<file path="src/rtl/sec_timer_pkg.sv">
// Shared types and BCD limits for the seconds timer.
// The clamp helper maps any non-BCD or out-of-range seconds value onto 59.
package sec_timer_pkg;

  typedef enum logic [1:0] {
    ST_IDLE  = 2'd0,
    ST_RUN   = 2'd1,
    ST_PAUSE = 2'd2,
    ST_DONE  = 2'd3
  } state_t;

  localparam logic [7:0] SEC_MAX_BCD = 8'h59;
  localparam logic [3:0] UNITS_MAX   = 4'd9;
  localparam logic [3:0] TENS_MAX    = 4'd5;

  function automatic logic [7:0] bcd_clamp(input logic [7:0] v);
    logic [7:0] r;
    if ((v[7:4] > TENS_MAX) || (v[3:0] > UNITS_MAX)) begin
      r = SEC_MAX_BCD;
    end else begin
      r = v;
    end
    return r;
  endfunction

endpackage

</file>
<file path="src/rtl/bcd_sec_cnt.sv">
// Two-digit BCD seconds counter (00..59) with load, enable and direction.
// at_one flags the value from which the next down step lands on 00.
module bcd_sec_cnt
  import sec_timer_pkg::*;
(
  input  logic       clk,
  input  logic       res,
  input  logic       clr,
  input  logic       load,
  input  logic [7:0] load_val,
  input  logic       en,
  input  logic       down,
  output logic [7:0] cnt,
  output logic       at_one
);

  logic [7:0] cnt_r;
  logic [7:0] next_s;

  // Next BCD value one step up or down, wrapping inside 00..59
  always_comb begin
    next_s = cnt_r;
    if (down) begin
      if (cnt_r == 8'h00) begin
        next_s = SEC_MAX_BCD;
      end else if (cnt_r[3:0] == 4'd0) begin
        next_s = {cnt_r[7:4] - 4'd1, UNITS_MAX};
      end else begin
        next_s = {cnt_r[7:4], cnt_r[3:0] - 4'd1};
      end
    end else begin
      if (cnt_r == SEC_MAX_BCD) begin
        next_s = 8'h00;
      end else if (cnt_r[3:0] == UNITS_MAX) begin
        next_s = {cnt_r[7:4] + 4'd1, 4'd0};
      end else begin
        next_s = {cnt_r[7:4], cnt_r[3:0] + 4'd1};
      end
    end
  end

  // Count register: clear beats load beats step
  always_ff @(posedge clk or negedge res) begin
    if (!res) begin
      cnt_r <= 8'h00;
    end else if (clr) begin
      cnt_r <= 8'h00;
    end else if (load) begin
      cnt_r <= bcd_clamp(load_val);
    end else if (en) begin
      cnt_r <= next_s;
    end else begin
      cnt_r <= cnt_r;
    end
  end

  assign cnt    = cnt_r;
  assign at_one = (cnt_r == 8'h01);

endmodule

</file>
<file path="src/rtl/sec_timer_ctrl.sv">
// Seconds timer: prescaler divides clk by DIV into count ticks, FSM sequences
// IDLE/RUN/PAUSE/DONE and drives the BCD seconds counter.
module sec_timer_ctrl
  import sec_timer_pkg::*;
#(
  parameter int FREQ_CLK = 24,
  parameter int DIV      = FREQ_CLK * 1000
) (
  input  logic       clk,
  input  logic       res,
  input  logic       start,
  input  logic       pause,
  input  logic       clr,
  input  logic       mode,
  input  logic [7:0] preset,
  output logic [7:0] sec_bcd,
  output logic       tick,
  output logic       running,
  output logic       done
);

  localparam logic [24:0] PRESC_LAST = 25'(DIV - 1);

  state_t      state_r;
  logic [24:0] presc_r;
  logic        mode_r;
  logic        tick_r;
  logic        done_r;
  logic        running_r;

  logic        start_ok_s;
  logic        run_adv_s;
  logic        presc_wrap_s;
  logic        load_zero_s;
  logic [7:0]  load_val_s;
  logic        cnt_clr_s;
  logic        cnt_load_s;
  logic        cnt_en_s;
  logic        cnt_at_one_s;

  // Decode this cycle's command into counter controls (clr > start > pause)
  always_comb begin
    start_ok_s   = start && ((state_r == ST_IDLE) || (state_r == ST_DONE));
    run_adv_s    = (state_r == ST_RUN) && (start || !pause);
    presc_wrap_s = (presc_r == PRESC_LAST);
    load_val_s   = mode ? preset : 8'h00;
    load_zero_s  = mode && (bcd_clamp(preset) == 8'h00);
    cnt_clr_s    = 1'b0;
    cnt_load_s   = 1'b0;
    cnt_en_s     = 1'b0;
    if (clr) begin
      cnt_clr_s = 1'b1;
    end else if (start_ok_s) begin
      cnt_load_s = 1'b1;
    end else if (run_adv_s && presc_wrap_s) begin
      cnt_en_s = 1'b1;
    end else begin
      cnt_en_s = 1'b0;
    end
  end

  // Control FSM with prescaler and registered strobes
  always_ff @(posedge clk or negedge res) begin
    if (!res) begin
      state_r   <= ST_IDLE;
      presc_r   <= 25'd0;
      mode_r    <= 1'b0;
      tick_r    <= 1'b0;
      done_r    <= 1'b0;
      running_r <= 1'b0;
    end else begin
      tick_r <= 1'b0;
      done_r <= 1'b0;
      if (clr) begin
        state_r   <= ST_IDLE;
        presc_r   <= 25'd0;
        running_r <= 1'b0;
      end else begin
        case (state_r)
          ST_IDLE, ST_DONE: begin
            if (start) begin
              mode_r  <= mode;
              presc_r <= 25'd0;
              // A down count that loads 00 has nothing to count
              if (load_zero_s) begin
                state_r   <= ST_DONE;
                done_r    <= 1'b1;
                running_r <= 1'b0;
              end else begin
                state_r   <= ST_RUN;
                running_r <= 1'b1;
              end
            end else begin
              state_r <= state_r;
            end
          end
          ST_RUN: begin
            if (run_adv_s) begin
              if (presc_wrap_s) begin
                presc_r <= 25'd0;
                tick_r  <= 1'b1;
                if (mode_r && cnt_at_one_s) begin
                  state_r   <= ST_DONE;
                  done_r    <= 1'b1;
                  running_r <= 1'b0;
                end else begin
                  state_r <= ST_RUN;
                end
              end else begin
                presc_r <= presc_r + 25'd1;
              end
            end else begin
              state_r   <= ST_PAUSE;
              running_r <= 1'b0;
            end
          end
          ST_PAUSE: begin
            if (start) begin
              state_r   <= ST_RUN;
              running_r <= 1'b1;
            end else begin
              state_r <= ST_PAUSE;
            end
          end
          default: begin
            state_r   <= ST_IDLE;
            presc_r   <= 25'd0;
            running_r <= 1'b0;
          end
        endcase
      end
    end
  end

  bcd_sec_cnt u_cnt (
    .clk      (clk),
    .res      (res),
    .clr      (cnt_clr_s),
    .load     (cnt_load_s),
    .load_val (load_val_s),
    .en       (cnt_en_s),
    .down     (mode_r),
    .cnt      (sec_bcd),
    .at_one   (cnt_at_one_s)
  );

  assign tick    = tick_r;
  assign done    = done_r;
  assign running = running_r;

endmodule
</file>
<file path="config.mk">
export PLATFORM = sky130hd
export DESIGN_NAME = sec_timer_ctrl
export DESIGN_NICKNAME = d
export VERILOG_FILES = /design/src/rtl/sec_timer_pkg.sv /design/src/rtl/bcd_sec_cnt.sv /design/src/rtl/sec_timer_ctrl.sv
export SDC_FILE = /design/constraint.sdc
export NUM_CORES = 1
export LEC_CHECK = 0
export BUFFER_PORTS_ARGS = -buffer_cell sky130_fd_sc_hd__buf_2
export CORE_ASPECT_RATIO = 0.9
export CORE_MARGIN = 4
export CORE_UTILIZATION = 50
export CTS_CLUSTER_SIZE = 8
export DETAILED_ROUTE_END_ITERATION = 12
export PLACE_DENSITY = 0.82
export SETUP_SLACK_MARGIN = 0.2
export SLEW_MARGIN = 0
export SYNTH_ARGS = -nofsm -noshare
export SYNTH_HDL_FRONTEND = slang
export SYNTH_SLANG_ARGS = --single-unit
</file>
<file path="constraint.sdc">
create_clock -name clk -period 2.01 [get_ports clk]
set_clock_uncertainty 0.2 [all_clocks]
set_input_delay 0.402 -clock clk [delete_from_list [all_inputs] [get_ports clk]]
set_output_delay 0.402 -clock clk [all_outputs]
set_load 0.02 [all_outputs]
</file>
==> results by group <==
Clock network
  – Clock buffer depth: 2
  – H-Tree Depth: 2
  – Worst-path clk slew: 0.09 ns
  – TritonCTS Sinks: 39
  – CTS buffer count: 5
  – Clk_lat worst skew: 0.31 ns
  – CTS tree: built
  – Clock root buffer: clkbuf_8

Global route
  – Largest net degree at the start of global routing: 40
  – First-pass GRT wire length: 15200 um
  – Gr ovfl total: 0
  – Initial antenna violation count: 0
  – Tot GR Track Use: 0.282
  – Vias in the first global route: 3060

Layout
  – Final core utilization: 0.814
  – Commonest non-fill, non-tap cell in the layout: buf_4
  – Fin area: 4350 sq um
  – Synth-to-Final Area Change: 55.4%
  – # fillers: 270
  – # diodes: 0
  – Total Nets Final: 458
  – Most frequent cells in the layout: buf_4, dfrtp_1, buf_6
  – Share of cells above drive strength 1: 0.505

Hold path
  – Hold Path Class: input port to flop
  – Hold depth: 2

Synthesis
  – Post-synth EDFFs: 0
  – Synth area leaders: dfrtp_1, ha_1, a21oi_1
  – Synth Instances: 326
  – Post-synthesis mux area share: 0.0335
  – Share of the synthesized area in the top cell type: 0.348
  – Largest family of logic cells by synthesized area: simple AND/OR/NAND/NOR gates
  – Ys flop type: dfrtp_1
  – Count of cell types in the netlist: 59
  – Register area share after synthesis: 0.348
  – Ys Warns: 0
  – Post-synthesis adder-cell area fraction: 0.0491
  – Post-synthesis xor/xnor area fraction: 0.0375
  – Compound-cell area share of the yosys netlist: 0.196
  – Largest area contributor in the synthesized netlist: dfrtp_1
  – Synth Cell Area: 2800 sq um
  – Post-Syn Area per Cell: 8.59 sq um
  – Post-Syn Nets: 351
  – Seq cells post-synth: 39
  – Synth Area in Simple Gates: 0.295
  – FFs w/ async S/R, synth: 1.00

Detailed routing
  – WL met3: 946 um
  – Final ANT Viol Nets: 0
  – Wl on met1: 3990 um
  – Uppermost layer routed: met4
  – Routed wl met2: 5480 um
  – Pre-Repair DR Iteration Count: 8
  – Via-to-Cell Ratio: 6.71
  – 1st-iter DRT viols: 379
  – DRC violation count after routing: 0
  – Vias: 3364
  – Wire length per cell: 22.7 um
  – Final WL: 11400 um

Status
  – Status: complete, but fails checks
  – Failing checks: negative setup slack

Worst setup path
  – Critical Path Start Type: flop
  – Max stage delay on crit path: 0.41 ns
  – R2R cell count: 9
  – Critical Path RT: 2.01 ns
  – Crit path cell chain: inv_2, ha_4, o21ba_4, o21bai_4, nand4_1, buf_4, buf_6, o21ai_2, a21oi_2
  – CP max FO: 6
  – Crit. End Element: flop
  – Slowest-stage cell, CP: dfrtp_1
  – CP arrival: 2.33 ns
  – CP Class: flop to flop

Floorplan
  – Starting density of the core: 0.524
  – Core ar.: 5350 sq um
  – FP Rows: 25
  – Ports: 25
  – Die area: 6870 sq um
  – Die Y: 79.0 um
  – Die width: 86.9 um

STA
  – Post-route setup slack: -0.320 ns
  – Unrepaired setup endpoints after global routing: true
  – Hold Vio Cnt, Final: 0
  – Final Max Slew Viols: 0
  – Final Setup Violations: 38
  – Rel. slew slack: 0.671
  – Fin crit share: 1.16
  – Worst Tran Pin Value: 0.494 ns
  – F_max: 0.429 GHz
  – Min Clock Period, post-route: 2.33 ns

Power
  – Int Power: 3.03 mW
  – Total Power: 5.23 mW
  – Gate power share: 0.651
  – Switching portion of total power: 0.421
  – Clk network pwr share: 0.156
  – Seq pwr share: 0.194
  – Pwr dens: 1200 nW/um^2
  – Peak supply drop: 0.000850 V
  – NetSw: 2.20 mW
  – Leak Pwr: 1.86 nW

Placed design
  – DP HPWL: 5360 um
  – Pre-CTS WS: -0.220 ns
  – Final GP Congestion: 0.906
  – Post-placement cell area: 3440 sq um
  – Input/output buffers: 24

Run
  – Max_cap viols: 0
==> cells in the mapped netlist (3+ instances only) <==
cell,instances
a211oi_1,4
a21o_1,3
a21oi_1,23
a22o_1,4
a31oi_1,4
and2_1,3
and3_1,8
buf_2,7
clkbuf_1,6
dfrtp_1,39
ha_1,11
inv_1,10
mux2_2,3
mux2i_1,3
nand2_1,26
nand2b_1,9
nand3_1,18
nand4_1,10
nor2_1,30
nor2b_1,3
nor3_1,11
nor3b_1,4
nor4_1,5
nor4_2,3
o21a_1,5
o21ai_0,17
o21bai_1,4
or3_1,5
xnor2_1,6
xor2_1,6
==> flip-flops by register name, summed over array words and instances (netlist names) <==
| register | count |
|---|---|
| mode_r | 1 |
| state_r | 2 |
| done | 1 |
| presc_r | 25 |
| running | 1 |
| u_cnt.cnt | 8 |
| tick | 1 |
==> final timing paths <==
path / endpoint / start / slack, ns
max: presc_r[22] / state_r[0] / -0.32
min: running / clr / 0.16
max reg2reg: presc_r[22] / state_r[0] / -0.32
min reg2reg: presc_r[11] / presc_r[11] / 0.40
max in group asynchronous: u_cnt.cnt[5] / res / 0.77
min in group asynchronous: presc_r[4] / res / 0.47
==> critical path: cells and delay by family, from the launching register on <==
| family | cells | cell delay [ns] |
|---|---|---|
| AOI/OAI and AO/OA | 4 | 0.59 |
| adders and majority gates | 1 | 0.25 |
| buffers and inverters | 3 | 0.49 |
| DFF | 1 | 0.41 |
| and+or+nand+nor | 1 | 0.27 |
==> final cells by class <==
class                      instances  area [sq um]  area share
sequential                        39           983       0.226
multi-input combinational        263          2210       0.508
clock buffer                       6          72.6      0.0167
inverter                          10          40.0     0.00920
clock inverter                     2          60.1      0.0138
timing repair buffer             114           900       0.207
tap                               67          83.8      0.0193
==> metrics by stage <==
| stage | std cells | hold WS, ns | setup TNS (ns) |
|---|---|---|---|
| floorplan | 326 | -0.0936 | -0.436 |
| global placement | 457 | 0.282 | -0.727 |
| detailed placement | 457 | 0.289 | -2.35 |
| CTS | 484 | 0.123 | -0.0720 |
| global route | 501 | 0.160 | -5.89 |
| finish | 501 | 0.159 | -4.68 |
==> kinds of logic after synthesis <==
group,count (synthesis)
AOI/OAI and AO/OA,82
xor gates and xnor gates,12
adders and majority gates,11
buffers and inverters,25
DFF,39
muxes,8
and+or+nand+nor,149
==> timing repair <==
item	in CTS	in global routing
pin swaps	39	43
resized for setup	73	47
cloned	0	1
hold buffers	1	0
buffers inserted	18	16
hold endpoints to repair	39	0
setup endpoints to repair	39	39
==> power by group through the flow <==
stage | logic, mW | clock network (mW) | registers [mW]
after floorplan | 1.32 | 0 | 1.09
after global placement | 2.06 | 0 | 0.985
after detailed placement | 2.11 | 0 | 0.993
after CTS | 2.76 | 0.799 | 0.993
after global routing | 3.59 | 0.853 | 1.02
final | 3.40 | 0.814 | 1.01
==> metal layers <==
| layer | track usage | vias up |
|---|---|---|
| met5 | 0 | - |
| met4 | 0.154 | 0 |
| met3 | 0.0519 | 90 |
| met2 | 0.486 | 257 |
| met1 | 0.327 | 1604 |
| li1 | - | 1413 |
No activity file was read; power rests on OpenSTA's default activity.
